## src/rtl/imem_loader_pkg.sv

```systemverilog
// Shared constants for the instruction-memory loader: FSM encoding and the
// default memory geometry also used by the instruction memory itself.
package imem_loader_pkg;

    localparam int DEFAULT_DEPTH  = 257;
    localparam int DEFAULT_ADDR_W = 9;

    localparam logic [1:0] ST_IDLE  = 2'd0;
    localparam logic [1:0] ST_RECV  = 2'd1;
    localparam logic [1:0] ST_WRITE = 2'd2;
    localparam logic [1:0] ST_DONE  = 2'd3;

endpackage

```

## src/rtl/imem_loader_word_assembler.sv

```systemverilog
// Collects four stream bytes into one little-endian 32-bit word; the first
// byte ends up in bits [7:0].
module word_assembler
    import imem_loader_pkg::*;
(
    input  logic        clk,
    input  logic        reset,
    input  logic        clear,
    input  logic        byte_en,
    input  logic [7:0]  byte_in,
    output logic        word_complete,
    output logic [31:0] word
);

    logic [1:0]  byte_cnt;
    logic [31:0] shreg;

    // Each new byte enters at the top and older bytes move down, so after
    // four shifts byte 0 sits in the LSB lane.
    assign word          = {byte_in, shreg[31:8]};
    assign word_complete = byte_en && (byte_cnt == 2'd3);

    always_ff @(posedge clk) begin
        if (reset) begin
            byte_cnt <= 2'd0;
            shreg    <= 32'd0;
        end else if (clear) begin
            byte_cnt <= 2'd0;
            shreg    <= 32'd0;
        end else if (byte_en) begin
            byte_cnt <= byte_cnt + 2'd1;
            shreg    <= word;
        end
    end

endmodule

```

## src/rtl/imem_loader.sv

```systemverilog
// Streams bytes into the instruction memory word by word from index 0 and
// keeps the core held in reset until the whole program is written.
module imem_loader
    import imem_loader_pkg::*;
#(
    parameter int DEPTH  = DEFAULT_DEPTH,
    parameter int ADDR_W = DEFAULT_ADDR_W
) (
    input  logic              CLK,
    input  logic              RESET,
    input  logic              START,
    input  logic [ADDR_W-1:0] LOAD_LEN,
    input  logic [7:0]        BYTE_IN,
    input  logic              BYTE_VALID,
    output logic              BYTE_READY,
    output logic              WE,
    output logic [ADDR_W-1:0] WADDR,
    output logic [31:0]       WDATA,
    output logic              CPU_HOLD,
    output logic              LOAD_DONE,
    output logic              LEN_ERR,
    output logic [1:0]        DBG_STATE
);

    // One bit wider than the index so DEPTH = 2^ADDR_W still compares correctly.
    localparam logic [ADDR_W:0] DEPTH_C = (ADDR_W+1)'(DEPTH);

    logic [1:0]        state;
    logic [ADDR_W-1:0] idx;
    logic [ADDR_W-1:0] last_idx;
    logic [ADDR_W-1:0] waddr_q;
    logic [31:0]       wdata_q;
    logic              len_err_q;

    logic              start_ok;
    logic              start_bad;
    logic              byte_en;
    logic              is_last;
    logic              asm_clear;
    logic              word_complete;
    logic [31:0]       asm_word;

    assign start_ok  = (state == ST_IDLE) && START && (LOAD_LEN != '0)
                       && ({1'b0, LOAD_LEN} <= DEPTH_C);
    assign start_bad = (state == ST_IDLE) && START && !start_ok;

    // Handshake: a byte transfers on every rising edge where BYTE_VALID and
    // BYTE_READY are both high; BYTE_READY depends only on state, never on VALID.
    assign byte_en   = (state == ST_RECV) && BYTE_VALID;
    assign is_last   = (idx == last_idx);
    assign asm_clear = start_ok || ((state == ST_WRITE) && !is_last);

    word_assembler u_word_assembler (
        .clk           (CLK),
        .reset         (RESET),
        .clear         (asm_clear),
        .byte_en       (byte_en),
        .byte_in       (BYTE_IN),
        .word_complete (word_complete),
        .word          (asm_word)
    );

    always_ff @(posedge CLK) begin
        if (RESET) begin
            state     <= ST_IDLE;
            idx       <= '0;
            last_idx  <= '0;
            waddr_q   <= '0;
            wdata_q   <= 32'd0;
            len_err_q <= 1'b0;
        end else begin
            len_err_q <= start_bad;
            case (state)
                ST_IDLE: begin
                    if (start_ok) begin
                        last_idx <= LOAD_LEN - ADDR_W'(1);
                        idx      <= '0;
                        state    <= ST_RECV;
                    end
                end
                ST_RECV: begin
                    // Write port registers are loaded only here so they hold
                    // steady through the next word's byte collection.
                    if (word_complete) begin
                        waddr_q <= idx;
                        wdata_q <= asm_word;
                        state   <= ST_WRITE;
                    end
                end
                ST_WRITE: begin
                    if (is_last) begin
                        state <= ST_DONE;
                    end else begin
                        idx   <= idx + ADDR_W'(1);
                        state <= ST_RECV;
                    end
                end
                ST_DONE: state <= ST_IDLE;
                default: state <= ST_IDLE;
            endcase
        end
    end

    assign BYTE_READY = (state == ST_RECV);
    assign WE         = (state == ST_WRITE);
    assign CPU_HOLD   = (state == ST_RECV) || (state == ST_WRITE);
    assign LOAD_DONE  = (state == ST_DONE);
    assign LEN_ERR    = len_err_q;
    assign WADDR      = waddr_q;
    assign WDATA      = wdata_q;
    assign DBG_STATE  = state;

endmodule

```

## config.mk

```make
export PLATFORM = sky130hd
export DESIGN_NAME = imem_loader
export DESIGN_NICKNAME = d
export VERILOG_FILES = /design/src/rtl/imem_loader_pkg.sv /design/src/rtl/imem_loader_word_assembler.sv /design/src/rtl/imem_loader.sv
export SDC_FILE = /design/constraint.sdc
export NUM_CORES = 1
export LEC_CHECK = 0
export CAP_MARGIN = 20
export CORE_MARGIN = 2
export CORE_UTILIZATION = 30
export DETAILED_ROUTE_END_ITERATION = 12
export SYNTH_ARGS = -nofsm -noshare
export SYNTH_HDL_FRONTEND = slang
export SYNTH_HIERARCHICAL = 1
export SYNTH_SLANG_ARGS = --single-unit
```

## constraint.sdc

```tcl
create_clock -name CLK -period 3 [get_ports CLK]
set_clock_uncertainty 0.15 [all_clocks]
set_input_delay 0.45 -clock CLK [delete_from_list [all_inputs] [get_ports CLK]]
set_output_delay 0.45 -clock CLK [all_outputs]
set_load 0.1 [all_outputs]
```

==> results.json <==
{
  "floorplan.initialDensity_pct": 30.6,
  "final-hold-violation-count": 0,
  "cts_repair_resize_count": 0,
  "reg2reg_setup_slack_ns": 0.66,
  "die-area_um2": 13700,
  "fmax_mhz": 399,
  "synth.net_count": 476,
  "top_family_by_delay_on_critical_path": "compound AO/OA/AOI/OAI gates",
  "max_cap_violations": 0,
  "die-width_um": 117,
  "cp_num_buf_inv": 2,
  "initialDrtViolationCount": 126,
  "total_power_uw": 3240,
  "synth.largest_area_cell": "sky130_fd_sc_hd__dfxtp_1",
  "numCtsBuffers": 9,
  "status": "finished, final reports clean",
  "detailedPlace.worstSlack_ns": 0.167,
  "criticalPathCategory": "input port to register",
  "overflow": 0,
  "synth_area_leaders": "sky130_fd_sc_hd__dfxtp_1, sky130_fd_sc_hd__nand2_1, sky130_fd_sc_hd__mux2i_1",
  "globalRouteTotalUtil_pct": 13.7,
  "maximum_number_of_pins_on_one_net_before_global_route_repair": 42,
  "postSynthAreaPerCell_um2": 8.64,
  "hpwlAfterDp_um": 6530,
  "ios": 69,
  "max-slew-margin-rel_pct": 68.9,
  "finalCoreUtilization_pct": 38.1,
  "mostFrequentLayoutCells": "sky130_fd_sc_hd__nand2_1, sky130_fd_sc_hd__dfxtp_1, sky130_fd_sc_hd__buf_4",
  "final_layout_size_suffix_gt1_share_pct": 16.2,
  "cell_by_cell_listing_of_the_critical_path": "clkdlybuf4s50_1 -> inv_1 -> ha_1 -> a311o_1 -> a31o_1 -> or4b_1 -> a31oi_1",
  "final-max-slew-violation-count": 0,
  "gp_congestion": 0.843,
  "cts_num_sinks": 88,
  "synth_cell_types": 46,
  "largest_fanout_of_any_net_on_the_critical_path": 6,
  "worst_pin_slew_ns": 0.464,
  "drt-total-wl_um": 9070,
  "clock_transition_at_path_regs_ns": 0.06,
  "finalSetupViolations": 0,
  "drc": 0,
  "synth_largest_type_area_fraction_pct": 45.8,
  "hold_start": "WADDR[0]",
  "cts_tree": "built",
  "synth_edf_count": 0,
  "grt_antenna_before_repair": 0,
  "timing.critical_path.slowest_stage_cell": "sky130_fd_sc_hd__clkdlybuf4s50_1",
  "die_h_um": 117,
  "cts-hold-fix-buffers": 0,
  "timing.critical_path.required_ns": 3.12,
  "drt-pass1-iter-count": 4,
  "cts_setup_buffers": 0,
  "final_common_cell": "sky130_fd_sc_hd__nand2_1",
  "final.setup.tns_ns": 0,
  "antennaDiodeCount": 0,
  "layout.nets": 532,
  "dr_total_vias": 3141,
  "grt_setup_unrepaired": "no",
  "cpPeakStageDelay_ns": 0.58,
  "design.core.area_um2": 12600,
  "insertion_delay_ns": 0.34,
  "hold_path.class": "register to register",
  "synth_warnings": 6,
  "arrival_ns": 2.63,
  "worst_slack_ns": 0.492,
  "root_buffer": "sky130_fd_sc_hd__clkbuf_16",
  "postSynthCellCount": 445,
  "cts_htree_levels": 3,
  "worst_r2r_startpoint": "DBG_STATE[0]",
  "global_route_wire_length_before_repair_um": 14800,
  "antenna_left": 0,
  "final_min_period_over_clock_period_pct": 83.6,
  "static-leakage-power_uw": 0.00179,
  "number_of_port_buffers": 68,
  "viasPerCell": 4.63,
  "crit_end_element": "register",
  "worstHoldEndpoint": "WADDR[0]",
  "ctsLongestPathBuffers": 2,
  "reg2reg_to": "idx[2]",
  "synth-seq-area-share_pct": 45.8,
  "ys_seq_elements": 88,
  "synthArstFlopShare_pct": 0,
  "cellPowerDensity_nw_per_um2": 676,
  "final_period_minus_worst_setup_slack_ns": 2.51,
  "start_kind": "input port",
  "first_global_vias": 2951,
  "worstHoldPathCells": 2,
  "synth-main-ff-cell": "sky130_fd_sc_hd__dfxtp_1",
  "routed_wire_length_per_instance_um": 13.4,
  "syn_area_um2": 3840,
  "max-vdd-ir-drop_mv": 0.649,
  "fp-row-count": 41,
  "synthToLayoutAreaGrowth_pct": 24.7,
  "r2r.worst_path.cells": 7
}
-- worst reg2reg max path, cell delays in order, from the launching register on --
cell,delay [ns]
sky130_fd_sc_hd__dfxtp_2,0.34
sky130_fd_sc_hd__inv_1,0.12
sky130_fd_sc_hd__ha_1,0.27
sky130_fd_sc_hd__nand2_1,0.11
sky130_fd_sc_hd__a311o_1,0.35
sky130_fd_sc_hd__a31o_1,0.28
sky130_fd_sc_hd__or4b_1,0.48
sky130_fd_sc_hd__a31oi_1,0.17
-- stage by stage --
step	hold slack (ns)	area, um^2	cells
2_1_floorplan	0.281	3850	445
3_3_place_gp	0.296	4500	662
3_5_place_dp	0.298	4500	662
4_1_cts	0.308	4790	678
5_1_grt	0.320	4790	678
6_report	0.303	4790	678
-- routing by layer --
layer	wire length, um	track usage, %	vias to the layer above	part of all wire, %
met1	4940	21.1	1428	54
met5	0	0	-	0
met3	429	2.68	14	4.7
li1	-	-	1625	-
met4	185	7.37	0	2.0
met2	3520	17.6	74	39
-- report_power, final --
part | leakage (uW) | total, uW | switching, uW | internal [uW]
combinational | 0.000934 | 847 | 584 | 263
clock | 0.000145 | 1120 | 451 | 666
sequential | 0.000712 | 1270 | 49.6 | 1230
-- registers in the layout, summed over array words and instances (netlist names) --
signal and cells:
DBG_STATE 2, u_word_assembler/shreg 24, WADDR 9, u_word_assembler/byte_cnt 2, idx 9, LEN_ERR 1
last_idx 9, WDATA 32
-- layout make-up --
| cell class | count | area [um^2] |
|---|---|---|
| Clock buffer | 11 | 243 |
| Clock inverter | 5 | 56.3 |
| Fill cell | 1278 | 7770 |
| Inverter | 13 | 48.8 |
| Multi-Input combinational cell | 310 | 1830 |
| Sequential cell | 88 | 1760 |
| Tap cell | 172 | 215 |
| Timing Repair Buffer | 79 | 638 |
-- cells in the mapped netlist, types with 5 or more instances --
cell                        n
sky130_fd_sc_hd__a211oi_1  10
sky130_fd_sc_hd__dfxtp_1   88
sky130_fd_sc_hd__nand4_1    5
sky130_fd_sc_hd__nor2_1    40
sky130_fd_sc_hd__a31oi_1    6
sky130_fd_sc_hd__nand2_1   95
sky130_fd_sc_hd__nor3_1     9
sky130_fd_sc_hd__a21oi_1   42
sky130_fd_sc_hd__mux2i_1   26
sky130_fd_sc_hd__nand3_1   10
sky130_fd_sc_hd__ha_1      10
sky130_fd_sc_hd__buf_4      8
sky130_fd_sc_hd__xor2_1    13
sky130_fd_sc_hd__clkbuf_1  19
sky130_fd_sc_hd__inv_1     13
-- logic make-up after synthesis --
logic type / synth area share, %
xor+xnor: 3.87
buf+inv: 6.74
fa+ha+maj: 3.25
simple gates: 20.2
compound gates: 13.4
mux: 6.77
flops: 45.8
-- worst max-delay path by stage --
stage	start	endpoint	slack (ns)	cells after the start
2_1_floorplan	DBG_STATE[0]	WADDR[2]	0.03	10
3_3_place_gp	LOAD_LEN[0]	idx[8]	0.22	7
3_5_place_dp	LOAD_LEN[0]	idx[2]	0.17	7
5_1_grt	LOAD_LEN[0]	idx[2]	0.45	7
4_1_cts	LOAD_LEN[0]	idx[2]	0.51	7
6_report	LOAD_LEN[0]	idx[2]	0.49	7
(Power assumes the default switching activity.)
